<file path="config.mk">
export PLATFORM = sky130hd
export DESIGN_NAME = prog_loader
export DESIGN_NICKNAME = d
export VERILOG_FILES = /design/src/rtl/prog_loader_pkg.sv /design/src/rtl/prog_loader.sv
export SDC_FILE = /design/constraint.sdc
export NUM_CORES = 1
export LEC_CHECK = 0
export ABC_AREA = 1
export CORE_MARGIN = 10
export CORE_UTILIZATION = 41
export DETAILED_ROUTE_END_ITERATION = 8
export PLACE_DENSITY = 0.76
export SYNTH_ARGS = -nofsm -noshare
export SYNTH_HDL_FRONTEND = slang
export SYNTH_SLANG_ARGS = --single-unit
</file>
<file path="constraint.sdc">
create_clock -name clk -period 1.5 [get_ports clk]
set_input_delay 0.3 -clock clk [delete_from_list [all_inputs] [get_ports clk]]
set_output_delay 0.3 -clock clk [all_outputs]
set_load 0.01 [all_outputs]
</file>
<file path="src/rtl/prog_loader_pkg.sv">
// Shared definitions for the program loader: state encoding and the default
// RAM geometry (16 words, 4-bit address).
package prog_loader_pkg;

  localparam int LOADER_DEPTH  = 16;
  localparam int LOADER_ADDR_W = 4;

  // state   | meaning
  // IDLE    | waiting for start; all strobes low
  // LOAD    | in_ready high, waiting for a source byte
  // WRITE   | one-cycle RAM write of the captured byte
  // CHECK   | waiting for the trailing checksum byte (checksum builds only)
  // DONE    | program loaded; done held until the next start
  typedef enum logic [2:0] {
    ST_IDLE  = 3'd0,
    ST_LOAD  = 3'd1,
    ST_WRITE = 3'd2,
    ST_CHECK = 3'd3,
    ST_DONE  = 3'd4
  } state_t;

endpackage

</file>
<file path="src/rtl/prog_loader.sv">
// Program loader: streams DEPTH bytes from a valid/ready source into a RAM,
// one byte every two cycles, with abort and async active-low reset.
// Optional feature macro: LOADER_CHECKSUM_EN -- adds a CHECK state that takes
// one trailing byte and flags err when the 8-bit sum of all bytes is non-zero.
module prog_loader
  import prog_loader_pkg::*;
#(
  parameter int DEPTH  = LOADER_DEPTH,
  parameter int ADDR_W = LOADER_ADDR_W
) (
  input  logic              clk,
  input  logic              rst_n,
  input  logic              start,
  input  logic              abort,
  input  logic              in_valid,
  input  logic [7:0]        in_data,
  output logic              in_ready,
  output logic              prg_mode,
  output logic [7:0]        prg_data,
  output logic [ADDR_W-1:0] address,
  output logic              wr_en,
  output logic              busy,
  output logic              done
`ifdef LOADER_CHECKSUM_EN
  ,
  output logic              err
`endif
);

  localparam logic [ADDR_W-1:0] LAST_ADDR = ADDR_W'(DEPTH - 1);

  state_t state;
  state_t state_nxt;

  logic last_word;
  logic start_acc;
  logic byte_acc;

  assign last_word = (address == LAST_ADDR);
  // start only matters when no load is running
  assign start_acc = start && ((state == ST_IDLE) || (state == ST_DONE));
  // abort wins over a byte offered in the same cycle
  assign byte_acc  = in_valid && in_ready && !abort;

`ifdef LOADER_CHECKSUM_EN
  logic [7:0] sum;
`endif

  // State register
  always_ff @(posedge clk or negedge rst_n) begin
    if (!rst_n) begin
      state <= ST_IDLE;
    end else begin
      state <= state_nxt;
    end
  end

  // Next-state decode and state-derived strobes
  always_comb begin
    state_nxt = state;
    in_ready  = 1'b0;
    prg_mode  = 1'b0;
    busy      = 1'b0;
    wr_en     = 1'b0;
    done      = 1'b0;
    case (state)
      ST_IDLE: begin
        if (start) state_nxt = ST_LOAD;
      end
      ST_LOAD: begin
        in_ready = 1'b1;
        prg_mode = 1'b1;
        busy     = 1'b1;
        if (abort)         state_nxt = ST_IDLE;
        else if (in_valid) state_nxt = ST_WRITE;
      end
      ST_WRITE: begin
        prg_mode = 1'b1;
        busy     = 1'b1;
        // an abort during the write cycle suppresses the strobe outright
        wr_en    = !abort;
        if (abort) begin
          state_nxt = ST_IDLE;
        end else if (last_word) begin
`ifdef LOADER_CHECKSUM_EN
          state_nxt = ST_CHECK;
`else
          state_nxt = ST_DONE;
`endif
        end else begin
          state_nxt = ST_LOAD;
        end
      end
`ifdef LOADER_CHECKSUM_EN
      ST_CHECK: begin
        // the checksum byte uses the same handshake but is never written
        in_ready = 1'b1;
        prg_mode = 1'b1;
        busy     = 1'b1;
        if (abort)         state_nxt = ST_IDLE;
        else if (in_valid) state_nxt = ST_DONE;
      end
`endif
      ST_DONE: begin
        done = 1'b1;
        if (start) state_nxt = ST_LOAD;
      end
      default: begin
        state_nxt = ST_IDLE;
      end
    endcase
  end

  // Address counter and captured byte
  always_ff @(posedge clk or negedge rst_n) begin
    if (!rst_n) begin
      address  <= '0;
      prg_data <= '0;
    end else begin
      if (start_acc) begin
        address <= '0;
      end else if ((state == ST_WRITE) && !abort && !last_word) begin
        // the final word leaves the address parked at DEPTH-1
        address <= address + 1'b1;
      end
      if ((state == ST_LOAD) && byte_acc) begin
        prg_data <= in_data;
      end
    end
  end

`ifdef LOADER_CHECKSUM_EN
  // Running modulo-256 sum of written bytes and the trailing-byte verdict
  always_ff @(posedge clk or negedge rst_n) begin
    if (!rst_n) begin
      sum <= '0;
      err <= 1'b0;
    end else begin
      if (start_acc) begin
        sum <= '0;
        err <= 1'b0;
      end else if ((state == ST_WRITE) && !abort) begin
        sum <= sum + prg_data;
      end else if ((state == ST_CHECK) && byte_acc) begin
        err <= ((sum + in_data) != 8'h00);
      end
    end
  end
`endif

endmodule
</file>
==> flow_summary.json <==
{
  "run_status": "finished with violations",
  "violations": "setup timing",
  "h-tree-depth": 1,
  "num_io_pins": 30,
  "regArea_sq_um": 377,
  "tritoncts": "yes",
  "first_iter_violations": 7,
  "maxSlewViolCount": 0,
  "ctsLongestPathBuffers": 2,
  "n_fill_cell": 143,
  "slew_headroom_pct": 82.9,
  "required_ps": 1200,
  "ys_warn_count": 0,
  "worstPathMaxFanout": 3,
  "wire_per_inst_microns": 13.4,
  "grt_pass1_wl_mm": 3.63,
  "rsz0062_at_grt": "yes",
  "p_seq_share_pct": 42.9,
  "start_kind": "flop",
  "synth-seq-cells": 15,
  "skew_ps": 8.79,
  "dieArea_sq_um": 3950,
  "n_antenna_cell": 0,
  "cts_hold_buf": 0,
  "timing.final.ws_setup_ps": -47.2,
  "fp.coreArea_sq_um": 1730,
  "rows": 15,
  "tns_ps": -112,
  "irDropWorstVdd_mv": 0.886,
  "synth_cell_types": 19,
  "p_comb_share_pct": 37.8,
  "multiInputGateArea_sq_um": 334,
  "endpoint_kind": "output pin",
  "dieWidth_microns": 62.8,
  "drcViolationCount": 0,
  "place.port_buffers": 29,
  "internal_power_uw": 831,
  "avgViaCountPerCell": 4.76,
  "clockRootBuffer": "clkbuf_4",
  "die_y_microns": 62.8,
  "syn_area_per_cell_sq_um": 8.45,
  "synth_top_area_share_pct": 49.9,
  "dp_slack_ps": -266,
  "hold_path.class": "primary input to async pin",
  "numCtsBuffers": 3,
  "worstPathArrival_ps": 1250,
  "clk-insertion-delay-late_ps": 290,
  "period_share_pct": 103,
  "setup_viol": 3,
  "yosysSeqAreaShare_pct": 49.9,
  "total_power_mw": 1.25,
  "start_util_pct": 43.6,
  "cts_num_sinks": 15,
  "syn_nets": 103,
  "syn_to_final_growth_pct": 64.9,
  "worst_pin_slew_ps": 256,
  "synthTopCellsByArea": "dfrtp_1, nand2_1, nand4_1",
  "place_hpwl_mm": 1.63,
  "fin_crit_ps": 1550,
  "grt_overflow": 0,
  "timing.fmax_ghz": 0.646,
  "drt-pass1-iter-count": 3,
  "power_density_nw_per_um2": 1010,
  "fin_cells": 163,
  "synth_top_area_cell": "dfrtp_1",
  "timing_worst_setup_path_type": "flop to output pin",
  "hold_viol": 0,
  "globalplace.congestion": 0.849,
  "post_dp_cell_area_sq_um": 1120,
  "synthesis.area_sq_um": 752,
  "grt_max_degree": 16,
  "drive_gt1_share_pct": 30.4,
  "fin_nets": 153,
  "p_switching_uw": 415,
  "clk_pin_slew_ps": 100,
  "p_sw_share_pct": 33.3,
  "maxCapViolCount": 0,
  "fin_area_sq_um": 1240,
  "fin_util_pct": 71.8,
  "grt_pass1_vias": 852,
  "clkPwrFrac_pct": 19.3,
  "vias": 776,
  "grt_usage_pct": 11.1,
  "antenna_left": 0,
  "antenna_found_initial": 0,
  "dp_cells": 149,
  "fin_hold_ws_ps": 317,
  "p_leak_nw": 0.706,
  "syn_inst": 89,
  "wl_mm": 2.18
}
[worst paths after layout]
path	startpoint	end	slack, ps	cells after the start
worst max register to register	state[0]$_DFFE_PN0P_	state[2]$_DFFE_PN0P_	40	9
max in group asynchronous	rst_n	state[2]$_DFFE_PN0P_	980	2
worst max-delay path	state[0]$_DFFE_PN0P_	busy	-50	5
worst min register to register	prg_data[0]$_DFFE_PN0P_	prg_data[0]$_DFFE_PN0P_	470	2
min in group clk	prg_data[0]$_DFFE_PN0P_	prg_data[0]$_DFFE_PN0P_	470	2
worst min-delay path	rst_n	address[2]$_DFFE_PN0P_	320	2
[cell families (layout without fill, tap and decap cells)]
| kind of cell | after synthesis | after routing | share of synthesized area [%] |
|---|---|---|---|
| fa+ha+maj | 1 | 1 | 1.66 |
| xor+xnor | 1 | 1 | 1.16 |
| simple gates | 57 | 57 | 37.8 |
| compound gates | 1 | 1 | 0.665 |
| buf+inv | 14 | 63 | 8.82 |
| flops | 15 | 15 | 49.9 |
[state kept, by name, indices dropped and copies added, names as in the netlist]
register	count
prg_data	8
address	4
state	3
[cells in the mapped netlist]
cell,count
ha_1,1
nand3_1,11
buf_4,1
nand4_1,10
nor3_1,1
clkbuf_2,1
nor2_1,2
inv_2,1
xor2_1,1
dfrtp_1,15
inv_1,9
nor3_4,1
nand3_2,2
or2_2,1
o21ai_1,1
nand2_1,28
buf_2,1
buf_6,1
nor2_2,1
[final cells by class]
class	count	area share (%)
sequential	15	30.4
clock inverter	1	0.404
multi-input combinational	60	26.9
clock buffer	3	1.82
tap	25	2.52
inverter	10	3.03
timing repair buffer	49	34.9
[placed cells by master, fill, tap and decap left out, drive strengths merged]
master         count
buf               25
xor2               1
dlygate4sd2       10
nor2               3
dlymetal6s2s       2
nor3               2
clkbuf             3
or2                1
nand3             13
inv               10
nand2             28
o21ai              1
clkinv             1
dfrtp             15
clkdlybuf4s50     12
nand4             10
ha                 1
[layer usage]
layer | vias up | part of all wire (%) | GRT usage, %
met1 | 355 | 45 | 11.7
met5 | - | 0 | 0
met4 | 0 | 1.4 | 5.03
met2 | 28 | 44 | 17.7
li1 | 391 | - | -
met3 | 2 | 10 | 6.27
[what timing repair did]
action | CTS | global route
setup endpoints to repair | 15 | 10
buffers inserted | 8 | 2
pin swaps | 3 | 3
resized for setup | 38 | 9
[power groups by stage]
stage          registers, mW  logic (mW)  clock network (mW)
2_1_floorplan          0.583       0.154                   0
3_3_place_gp           0.545       0.471                   0
3_5_place_dp           0.550       0.482                   0
4_1_cts                0.536       0.467               0.246
5_1_grt                0.547       0.523               0.260
6_report               0.535       0.471               0.241
[worst max-delay path: stages (launching register included)]
cell and delay [ps]:
dfrtp_1 400, inv_2 80, nand2_2 80, nor2_4 40, or2_4 230, buf_6 120
No activity file was read; power rests on OpenSTA's default activity.
